### config.mk
export PLATFORM = sky130hd
export DESIGN_NAME = dmem_arbiter_flat
export DESIGN_NICKNAME = d
export VERILOG_FILES = /design/src/rtl/dmem_arbiter_if.sv /design/src/rtl/dmem_arbiter.sv /design/src/flat_wrapper.sv
export SDC_FILE = /design/constraint.sdc
export NUM_CORES = 1
export LEC_CHECK = 0
export CAP_MARGIN = 20
export CORE_AREA = 4 4 100 102
export CTS_CLUSTER_DIAMETER = 80
export DETAILED_ROUTE_END_ITERATION = 10
export DIE_AREA = 0 0 104 106
export PLACE_DENSITY_LB_ADDON = 0.1
export SYNTH_ARGS = -nofsm -noshare
export SYNTH_HDL_FRONTEND = slang
export SYNTH_SLANG_ARGS = --single-unit
### constraint.sdc
create_clock -name clk -period 2.3 [get_ports clk]
set_clock_uncertainty 0.15 [all_clocks]
set_input_delay 0.345 -clock clk [delete_from_list [all_inputs] [get_ports clk]]
set_output_delay 0.345 -clock clk [all_outputs]
set_load 0.01 [all_outputs]
### src/rtl/dmem_arbiter_if.sv
// Bundle of requester-side and dmem-side signals around the shared data-memory port.
// The arbiter takes the slave view; requesters and the memory model take the master view.
interface dmem_arbiter_if #(
   parameter int AW = 7,
   parameter int DW = 32
);
   logic          req0;
   logic          req1;
   logic          we0;
   logic          we1;
   logic [3:0]    amp0;
   logic [3:0]    amp1;
   logic [AW-1:0] addr0;
   logic [AW-1:0] addr1;
   logic [DW-1:0] wdata0;
   logic [DW-1:0] wdata1;
   logic          ack0;
   logic          ack1;
   logic [DW-1:0] rdata;
   logic          stall0;
   logic          ram_we;
   logic [3:0]    ram_amp;
   logic [AW-1:0] ram_addr;
   logic [DW-1:0] ram_wd;
   logic [DW-1:0] ram_rd;

   modport slave (
      input  req0, req1, we0, we1, amp0, amp1, addr0, addr1, wdata0, wdata1, ram_rd,
      output ack0, ack1, rdata, stall0, ram_we, ram_amp, ram_addr, ram_wd
   );

   modport master (
      output req0, req1, we0, we1, amp0, amp1, addr0, addr1, wdata0, wdata1, ram_rd,
      input  ack0, ack1, rdata, stall0, ram_we, ram_amp, ram_addr, ram_wd
   );
endinterface

### src/rtl/dmem_arbiter.sv
// Round-robin two-port sequencer in front of the single dmem port.
// IDLE -> GRANT (dmem access) -> DONE (ack); DONE chains straight into GRANT for the other port.
module dmem_arbiter #(
   parameter int AW = 7,
   parameter int DW = 32
) (
   input  logic          clk,
   input  logic          rst,
   dmem_arbiter_if.slave bus
);
   typedef enum logic [1:0] {
      ST_IDLE  = 2'd0,
      ST_GRANT = 2'd1,
      ST_DONE  = 2'd2
   } state_t;

   state_t        r_state;
   logic          r_last;
   logic          r_owner;
   logic          r_we;
   logic [3:0]    r_amp;
   logic [AW-1:0] r_addr;
   logic [DW-1:0] r_wd;
   logic [DW-1:0] r_rdata;
   logic          r_ack0;
   logic          r_ack1;
   logic          r_ram_we;

   logic          w_load;
   logic          w_port;
   logic          w_we;
   logic [3:0]    w_amp;
   logic [AW-1:0] w_addr;
   logic [DW-1:0] w_wd;

   // Pick the next port to latch; in DONE only the non-owner may be chained.
   always_comb begin
      w_load = 1'b0;
      w_port = 1'b0;
      case (r_state)
         ST_IDLE: begin
            if (bus.req0 && bus.req1) begin
               w_load = 1'b1;
               w_port = ~r_last;
            end else if (bus.req0) begin
               w_load = 1'b1;
               w_port = 1'b0;
            end else if (bus.req1) begin
               w_load = 1'b1;
               w_port = 1'b1;
            end else begin
               w_load = 1'b0;
               w_port = 1'b0;
            end
         end
         ST_DONE: begin
            w_port = ~r_owner;
            w_load = r_owner ? bus.req0 : bus.req1;
         end
         default: begin
            w_load = 1'b0;
            w_port = 1'b0;
         end
      endcase
   end

   // Payload of the selected port.
   always_comb begin
      w_we   = 1'b0;
      w_amp  = 4'd0;
      w_addr = {AW{1'b0}};
      w_wd   = {DW{1'b0}};
      if (w_port) begin
         w_we   = bus.we1;
         w_amp  = bus.amp1;
         w_addr = bus.addr1;
         w_wd   = bus.wdata1;
      end else begin
         w_we   = bus.we0;
         w_amp  = bus.amp0;
         w_addr = bus.addr0;
         w_wd   = bus.wdata0;
      end
   end

   // FSM with access registers, read-data capture and registered handshake outputs.
   always_ff @(posedge clk) begin
      if (rst) begin
         r_state  <= ST_IDLE;
         r_last   <= 1'b1;
         r_owner  <= 1'b0;
         r_we     <= 1'b0;
         r_amp    <= 4'd0;
         r_addr   <= {AW{1'b0}};
         r_wd     <= {DW{1'b0}};
         r_rdata  <= {DW{1'b0}};
         r_ack0   <= 1'b0;
         r_ack1   <= 1'b0;
         r_ram_we <= 1'b0;
      end else begin
         r_ack0   <= 1'b0;
         r_ack1   <= 1'b0;
         r_ram_we <= 1'b0;
         case (r_state)
            ST_IDLE, ST_DONE: begin
               if (w_load) begin
                  r_state  <= ST_GRANT;
                  r_owner  <= w_port;
                  r_we     <= w_we;
                  r_amp    <= w_amp;
                  r_addr   <= w_addr;
                  r_wd     <= w_wd;
                  r_ram_we <= w_we;
               end else begin
                  r_state <= ST_IDLE;
               end
            end
            ST_GRANT: begin
               // dmem read is combinational, so the word is ready to capture here.
               if (!r_we) begin
                  r_rdata <= bus.ram_rd;
               end else begin
                  r_rdata <= r_rdata;
               end
               r_last  <= r_owner;
               r_ack0  <= ~r_owner;
               r_ack1  <= r_owner;
               r_state <= ST_DONE;
            end
            default: begin
               r_state <= ST_IDLE;
            end
         endcase
      end
   end

   assign bus.ack0     = r_ack0;
   assign bus.ack1     = r_ack1;
   assign bus.rdata    = r_rdata;
   assign bus.stall0   = bus.req0 & ~r_ack0;
   assign bus.ram_we   = r_ram_we;
   assign bus.ram_amp  = r_amp;
   assign bus.ram_addr = r_addr;
   assign bus.ram_wd   = r_wd;
endmodule

### src/flat_wrapper.sv
// flat-port wrapper written by rule: the top's interface ports become plain ports
module dmem_arbiter_flat 
#(
   parameter int AW = 7,
   parameter int DW = 32
)
  (clk, rst, bus_req0, bus_req1, bus_we0, bus_we1, bus_amp0, bus_amp1, bus_addr0, bus_addr1, bus_wdata0, bus_wdata1, bus_ram_rd, bus_ack0, bus_ack1, bus_rdata, bus_stall0, bus_ram_we, bus_ram_amp, bus_ram_addr, bus_ram_wd);
  dmem_arbiter_if #(.AW(AW), .DW(DW)) bus_i ();
  input  logic clk;
  input  logic rst;
  input wire logic [$bits(bus_i.req0)-1:0] bus_req0;
  input wire logic [$bits(bus_i.req1)-1:0] bus_req1;
  input wire logic [$bits(bus_i.we0)-1:0] bus_we0;
  input wire logic [$bits(bus_i.we1)-1:0] bus_we1;
  input wire logic [$bits(bus_i.amp0)-1:0] bus_amp0;
  input wire logic [$bits(bus_i.amp1)-1:0] bus_amp1;
  input wire logic [$bits(bus_i.addr0)-1:0] bus_addr0;
  input wire logic [$bits(bus_i.addr1)-1:0] bus_addr1;
  input wire logic [$bits(bus_i.wdata0)-1:0] bus_wdata0;
  input wire logic [$bits(bus_i.wdata1)-1:0] bus_wdata1;
  input wire logic [$bits(bus_i.ram_rd)-1:0] bus_ram_rd;
  output wire logic [$bits(bus_i.ack0)-1:0] bus_ack0;
  output wire logic [$bits(bus_i.ack1)-1:0] bus_ack1;
  output wire logic [$bits(bus_i.rdata)-1:0] bus_rdata;
  output wire logic [$bits(bus_i.stall0)-1:0] bus_stall0;
  output wire logic [$bits(bus_i.ram_we)-1:0] bus_ram_we;
  output wire logic [$bits(bus_i.ram_amp)-1:0] bus_ram_amp;
  output wire logic [$bits(bus_i.ram_addr)-1:0] bus_ram_addr;
  output wire logic [$bits(bus_i.ram_wd)-1:0] bus_ram_wd;
  assign bus_i.req0 = bus_req0;
  assign bus_i.req1 = bus_req1;
  assign bus_i.we0 = bus_we0;
  assign bus_i.we1 = bus_we1;
  assign bus_i.amp0 = bus_amp0;
  assign bus_i.amp1 = bus_amp1;
  assign bus_i.addr0 = bus_addr0;
  assign bus_i.addr1 = bus_addr1;
  assign bus_i.wdata0 = bus_wdata0;
  assign bus_i.wdata1 = bus_wdata1;
  assign bus_i.ram_rd = bus_ram_rd;
  assign bus_ack0 = bus_i.ack0;
  assign bus_ack1 = bus_i.ack1;
  assign bus_rdata = bus_i.rdata;
  assign bus_stall0 = bus_i.stall0;
  assign bus_ram_we = bus_i.ram_we;
  assign bus_ram_amp = bus_i.ram_amp;
  assign bus_ram_addr = bus_i.ram_addr;
  assign bus_ram_wd = bus_i.ram_wd;
  dmem_arbiter #(.AW(AW), .DW(DW)) u_core (.clk(clk), .rst(rst), .bus(bus_i));
endmodule
* Yosys cells after proc, flatten, opt, wreduce, memory -nomap -nowiden *
Cells that the tools add are included.

word-level totals
  input port bits = 124
  word-level logic and storage cells = 42
  flip-flop bits (word level) = 83

operators by class
  bitwise gates (word level) = 8
  mux-type cells = 14
  reductions and logical operators = 7
  equality and inequality tests = 2

operators with widths
  kind                                                                    number
  32-bit 2-to-1 mux                                                       1
  1-bit 2-to-1 mux                                                        8
  7-bit 2-to-1 mux                                                        1
  1-bit NOT                                                               7
  4-bit 2-to-1 mux                                                        1
  1-bit one-hot mux with 2 select lines                                   2
  2-bit one-hot mux with 2 select lines                                   1
  2-bit AND reduction                                                     2
  2-bit OR reduction                                                      2
  3-bit OR reduction                                                      1
  2-bit by 1-bit equality test with 1-bit output (second input constant)  1
  2-bit equality test (second input constant)                             1
  2-bit logical NOT                                                       1
  1-bit AND                                                               1
  1-bit logical AND                                                       1

* Longest topological paths before layout *
Gate-level depths: netlist of run 1.

  depth in word-level cells = 6
  depth in mapped cells = 6
  mapped depth without buffers = 5

* Least setup slack after synthesis of run 1 *
No wires, ideal clock.

  kind = reg-to-reg
  start point = register u_core.r_owner
  end point = register u_core.r_addr[0] (netlist: u_core.bus.ram_addr[0])
  data required time = 2035 ps
  slack = 622 ps
  arrival = 1412 ps
  library setup time = 115 ps
  period minus slack after synthesis = 1678 ps
  path buffers = 2
  cell stages (with the launch flop) = 7
  cells stage by stage = dfxtp_1 nand2b_1 a21boi_0 buf_2 buf_2 mux2i_1 o2bb2ai_2

between the ends
  word-level cells in the longest chain between the ends = 3
  elaborated cells between the ends (all ways) = 6
  those cells by class = 4 x mux; 1 x bitwise; 1 x reduce/logical

RTL lines
  item                                                               line                                    source
  from (decl)                                                        dmem_arbiter.sv:19                      logic r_owner;
  from (signal assigned)                                             dmem_arbiter.sv:108                     r_owner <= w_port;
  1-bit 2-to-1 mux or 1-bit NOT (tied branches)                      dmem_arbiter.sv:58, dmem_arbiter.sv:57
  1-bit one-hot mux with 2 select lines                              dmem_arbiter.sv:40                      case (r_state)
  2-bit AND reduction (no line) or 7-bit 2-to-1 mux (tied branches)  n/a
  to (signal assigned)                                               dmem_arbiter.sv:94                      r_addr <= {AW{1'b0}};
  to (signal assigned)                                               dmem_arbiter.sv:111                     r_addr <= w_addr;
  to (decl)                                                          dmem_arbiter.sv:22                      logic [AW-1:0] r_addr;

Several ways; a longest one is shown, not always the timed one.
A chain may end at the register's enable or synchronous reset.

* Final worst setup path of run 1 *
  start point = input port bus_req0
  end point = output port bus_stall0

between the ends
  word-level cells in the longest chain between the ends = 1

RTL lines
  item         line                 source
  from (decl)  flat_wrapper.sv:11   input wire logic [$bits(bus_i.req0)-1:0] bus_req0;
  1-bit AND    dmem_arbiter.sv:140  assign bus.stall0 = bus.req0 & ~r_ack0;
  to (decl)    flat_wrapper.sv:25   output wire logic [$bits(bus_i.stall0)-1:0] bus_stall0;

No other way between the ends.

==> flow_metrics.py, run 1 <==
metrics = {
    "timing": {
        "setup_viol": 0,
        "fin_crit_ps": 2070,
        "hold_viol_final": 0,
        "fmax_ghz": 0.483,
        "whs_ps": 304,
        "final-max-slew-violation-count": 0,
        "worstMarginPinSlew_ps": 606,
        "finalWorstSetupSlack_ps": 229,
        "period_share_pct": 90.0,
        "tns_ps": 0,
        "maxSlewHeadroom_pct": 59.6,
        "rsz0062_at_grt": "false",
    },
    "setup_path": {
        "critPathMaxStageDelay_ps": 540,
        "crit_slowest_cell": "clkdlybuf4s50_1",
        "critPathRequiredTime_ps": 1800,
        "crit_chain": "clkdlybuf4s50_1 > nor2b_1 > clkdlybuf4s50_1",
        "cp_num_buf_inv": 2,
        "worstSetupEndpointType": "output pin",
        "critPathLaunchType": "input pin",
        "cp_top_family": "buffers and inverters",
        "cp.arrival_ps": 1580,
        "critPathMaxFanout": 4,
        "path_class": "input pin to output pin",
        "cpMostUsedCell": "clkdlybuf4s50_1",
    },
    "yosys": {
        "synthCells": 315,
        "synth.ff_latch_count": 83,
        "synth-edff-count": 0,
        "ys_seq_area_share_pct": 48.7,
        "synth_nets": 439,
        "avgSynthCellArea_um2": 10.8,
        "synth_cell_type_count": 22,
        "synth_commonest_cells": "dfxtp_1 (83), nand2_1 (66), mux2i_1 (45), o2bb2ai_2 (39), a21oi_1 (33)",
        "synth_area_um2": 3410,
        "netlist.area_leader.share_pct": 48.7,
        "yosys_warnings": 0,
        "yosys.area.top_type": "dfxtp_1",
        "ys_async_sr_fraction_pct": 0,
        "yosys-top-cells-area": "dfxtp_1 (49%), o2bb2ai_2 (17%), mux2i_1 (13%)",
        "ys.flop_type": "dfxtp_1",
        "yosysMostFrequentCell": "dfxtp_1",
    },
    "floorplanning": {
        "num_io_pins": 203,
        "core_area_um2": 9110,
        "die_h_um": 106,
        "die_w_um": 104,
        "initial_core_util_pct": 37.4,
        "fp.dieArea_um2": 11000,
        "rows": 35,
    },
    "drt": {
        "wl_mm": 9.71,
        "via_per_inst": 4.76,
        "wl_per_cell_um": 15.5,
        "drtIter0Drc": 109,
        "via_count": 2987,
        "drc": 0,
        "drtAntennaViolNets": 0,
        "drt_first_pass_iters": 4,
    },
    "grt": {
        "grt_overflow": 0,
        "met3_usage_pct": 6.68,
        "grt_pass1_wl_mm": 15.7,
        "busiest_layer": "met2",
        "track_usage_pct": 17.3,
        "grt_pass1_vias": 3041,
        "antenna_found_initial": 0,
        "use_met2_pct": 29.1,
        "grt_max_degree": 36,
        "gr-usage-met1_pct": 20.8,
    },
    "clock_network": {
        "cts_setup_buffers": 0,
        "path_clk_slew_ps": 80,
        "clk_latency_ps": 330,
        "numCtsBuffers": 9,
        "ctsRootBufferMaster": "clkbuf_8",
        "clock_path_buffers": 2,
        "cts_sinks": 83,
        "postCtsResizedCells": 0,
        "postCtsHoldBufs": 0,
        "cts.htree.levels": 3,
        "cts_tree": "yes",
    },
    "worst_hold_path": {
        "hold_path.class": "register to register",
    },
    "pwr": {
        "peakVddDrop_mv": 0.402,
        "p_sw_share_pct": 26.2,
        "p_seq_share_pct": 44.4,
        "power_density_nw_per_um2": 641,
        "power_mw": 3.69,
        "power.internal_mw": 2.73,
        "p_leak_nw": 2.27,
        "combPwrFrac_pct": 25.3,
        "p_clk_share_pct": 30.4,
        "p_sw_mw": 0.967,
    },
    "placement": {
        "gp_congestion": 0.700,
        "io_buffers": 202,
        "placed_area_um2": 5540,
        "dp_slack_ps": -68.7,
        "place_hpwl_mm": 7.47,
    },
    "cells_and_area": {
        "fillCellCount": 781,
        "antennaDiodeCount": 0,
        "num-nets-final": 635,
        "area_delta_synth_final_pct": 68.9,
        "final_area_um2": 5760,
        "drive_above_1_share_pct": 13.2,
    },
    "status": {
        "status": "finished clean",
    },
    "run": {
        "max_cap_violations": 0,
    },
}
-- layer usage --
layer  up-vias  wire (um)
li1       1507          -
met1      1343       4040
met2       126       4660
met3        11        895
met4         0        111
met5         -          0
-- cell families after synthesis --
kind of cell	Yosys count	share of synthesized area (%)
muxes	45	13.2
buffers and inverters	28	4.62
DFF	83	48.7
AOI/OAI and AO/OA	80	24.0
and+or+nand+nor	79	9.43
-- metrics by stage --
step	instances	utilization, %
after floorplan	315	-
after global placement	611	60.9
after detailed placement	611	60.9
after CTS	627	63.2
after global routing	627	63.2
final	627	63.2
-- tightest hold or removal path, delay by kind of cell (launching register included) --
| family | cells | cell delay [ps] |
|---|---|---|
| AO/OA/AOI/OAI | 1 | 50 |
| AND/OR/NAND/NOR | 1 | 50 |
| flip-flops | 1 | 310 |
-- power by group through the flow --
stage                     registers [mW]  logic [mW]  clock network [mW]
after global placement              1.67       0.933                   0
after detailed placement            1.67       0.946                   0
after global routing                1.66        1.00                1.22
final                               1.64       0.934                1.12
after floorplan                     1.72       0.365                   0
after CTS                           1.64       0.949                1.17
-- path summary, 6_finish.rpt --
check / slack (ps) / cells after the start / end / startpoint
worst min register to register: 300 / 2 / u_core.bus.rdata[31] / u_core.bus.rdata[31]
worst max register to register: 300 / 5 / u_core.bus.ram_wd[2] / u_core.r_owner
worst max-delay path: 230 / 3 / bus_stall0 / bus_req0
worst min-delay path: 300 / 2 / u_core.bus.rdata[31] / u_core.bus.rdata[31]
-- cell type report --
class / count / area (um^2) / share of cell area (%)
Timing Repair Buffer: 211 / 2130 / 36.9
Sequential cell: 83 / 1660 / 28.8
Multi-Input combinational cell: 204 / 1610 / 27.9
Tap cell: 111 / 139 / 2.41
Clock buffer: 10 / 128 / 2.22
Clock inverter: 6 / 90.1 / 1.56
Inverter: 2 / 7.51 / 0.130
-- flip-flops by register name, summed over array words and instances, names as in the netlist, 2 cells and up --
signal / count
u_core.r_state: 2
u_core.bus.ram_wd: 32
u_core.bus.ram_amp: 4
u_core.bus.rdata: 32
u_core.bus.ram_addr: 7
-- layout by cell type (no fill, tap or decap) --
cell type,instances
clkinv_2,1
mux2i_1,45
or4_2,1
and2_1,1
a21boi_4,1
nor2_2,1
nor2_1,3
clkbuf_1,1
clkinvlp_4,1
nor2b_1,2
clkinv_4,2
or2_2,1
o2bb2ai_1,5
inv_1,2
nand2_1,66
bufinv_16,2
a22o_1,1
a21oi_1,33
clkbuf_8,9
o2bb2ai_2,39
o31a_2,1
clkdlybuf4s50_1,202
nand2b_1,2
buf_12,3
buf_4,6
dfxtp_1,83
nor3_1,1
and3b_1,1
(Power assumes the default switching activity.)
==> run 2: changes to the inputs <==
- CORE_AREA: 4 4 100 102 -> 4 4 112 114
- CTS_CLUSTER_SIZE: not set -> 30
- DIE_AREA: 0 0 104 106 -> 0 0 116 118
==> flow_metrics.py, run 2 (same netlist as run 1, synthesis figures left out) <==
metrics = {
    "placement": {
        "gp_congestion": 0.752,
        "io_buffers": 202,
        "dp_slack_ps": -57.6,
        "placed_area_um2": 5560,
        "place_hpwl_mm": 7.30,
        "placed_cells": 640,
    },
    "floorplanning": {
        "initial_core_util_pct": 29.9,
        "die_w_um": 116,
        "fp.dieArea_um2": 13700,
        "core_area_um2": 11400,
        "die_h_um": 118,
        "num_io_pins": 203,
        "rows": 39,
    },
    "timing": {
        "period_share_pct": 89.6,
        "maxSlewHeadroom_pct": 57.2,
        "hold_viol_final": 0,
        "tns_ps": 0,
        "finalWorstSetupSlack_ps": 239,
        "whs_ps": 303,
        "setup_viol": 0,
        "rsz0062_at_grt": "false",
        "worstMarginPinSlew_ps": 642,
        "fmax_ghz": 0.485,
        "final-max-slew-violation-count": 0,
        "fin_crit_ps": 2060,
    },
    "run": {
        "max_cap_violations": 0,
    },
    "cells_and_area": {
        "num-nets-final": 632,
        "final_core_util_pct": 51.2,
        "antennaDiodeCount": 0,
        "final_common_cell": "clkdlybuf4s50_1",
        "area_delta_synth_final_pct": 71.3,
        "final_area_um2": 5840,
        "final_cell_count_no_fill": 656,
        "drive_above_1_share_pct": 12.7,
        "layout_common_cells": "clkdlybuf4s50_1 (202), dfxtp_1 (83), nand2_1 (66), mux2i_1 (45), o2bb2ai_2 (39)",
    },
    "grt": {
        "track_usage_pct": 14.2,
        "grt_pass1_vias": 3020,
        "grt_overflow": 0,
        "grt_max_degree": 46,
        "grt_pass1_wl_mm": 15.4,
        "antenna_found_initial": 0,
    },
    "clock_network": {
        "postCtsHoldBufs": 0,
        "cts_setup_buffers": 0,
        "numCtsBuffers": 9,
        "postCtsResizedCells": 0,
        "clock_path_buffers": 2,
        "ctsRootBufferMaster": "clkbuf_16",
        "cts_sinks": 83,
        "path_clk_slew_ps": 60,
        "cts.htree.levels": 3,
        "clk_latency_ps": 330,
        "cts_tree": "yes",
    },
    "pwr": {
        "p_leak_nw": 2.28,
        "peakVddDrop_mv": 0.369,
        "power_mw": 3.91,
        "power_density_nw_per_um2": 670,
    },
    "setup_path": {
        "r2r-start": "u_core.r_owner",
        "cp.arrival_ps": 1570,
        "critPathMaxFanout": 4,
        "worstSetupEndpointType": "output pin",
        "critPathRequiredTime_ps": 1800,
        "r2r_cells": 5,
        "path_class": "input pin to output pin",
        "critPathLaunchType": "input pin",
        "reg2reg_to": "u_core.bus.ram_wd[5]",
        "rrSetupSlack_ps": 300,
    },
    "worst_hold_path": {
        "whs_endpoint": "u_core.bus.rdata[7]",
        "worstHoldStart": "u_core.bus.rdata[7]",
        "holdPathStages": 2,
        "hold_path.class": "register to register",
    },
    "drt": {
        "drtAntennaViolNets": 0,
        "drtIter0Drc": 90,
        "drt_first_pass_iters": 4,
        "drc": 0,
        "wl_per_cell_um": 15.2,
        "via_count": 2992,
        "via_per_inst": 4.56,
        "wl_mm": 10.0,
    },
    "status": {
        "status": "finished clean",
    },
}
[run 2: cell count changes in the layout (fill, tap and decap cells not counted)]
| cell | delta |
|---|---|
| clkinv_2 | +1 |
| buf_4 | -3 |
| clkinvlp_4 | +1 |
| clkinv_4 | -2 |
| clkbuf_8 | -7 |
| clkbuf_16 | +9 |
| bufinv_16 | -2 |
[run 2: power breakdown]
part,switching (mW),total [mW],leakage (nW),internal (mW)
clock,0.560,1.35,0.135,0.787
combinational,0.380,0.927,1.46,0.547
sequential,0.0767,1.64,0.682,1.56
[run 2: per-layer routing]
metal | global-route usage [%] | vias to the layer above | share of wire, %
met4 | 4.86 | 0 | 1.5
met5 | 0 | - | 0
met3 | 7.25 | 12 | 13
met1 | 16.9 | 1353 | 41
met2 | 21.9 | 133 | 45
li1 | - | 1494 | -
[run 2: worst max path at each step]
stage	start	end	depth (start not counted)
2_1_floorplan	u_core.r_owner	u_core.bus.ram_addr[0]	6
3_3_place_gp	bus_req0	u_core.bus.ram_wd[1]	5
3_5_place_dp	bus_req0	u_core.bus.ram_wd[5]	5
4_1_cts	bus_req0	bus_stall0	3
5_1_grt	bus_req0	bus_stall0	3
6_report	bus_req0	bus_stall0	3
[run 2: critical path, cell delays in order]
cell,delay [ps]
clkdlybuf4s50_1,530
nor2b_1,150
clkdlybuf4s50_1,540
[run 2: final cells by class]
type / count / area (um^2)
Clock buffer: 12 / 256
Clock inverter: 4 / 25.0
Fill cell: 1073 / 5580
Inverter: 2 / 7.51
Multi-Input combinational cell: 204 / 1610
Sequential cell: 83 / 1660
Tap cell: 143 / 179
Timing Repair Buffer: 208 / 2100
==> run 3: changes to the inputs <==
- CAP_MARGIN: 20 -> not set
- SKIP_CTS_REPAIR_TIMING: not set -> 1
==> results of run 3 <==
The final DEF is identical to that of run 2; final timing and power are the same.
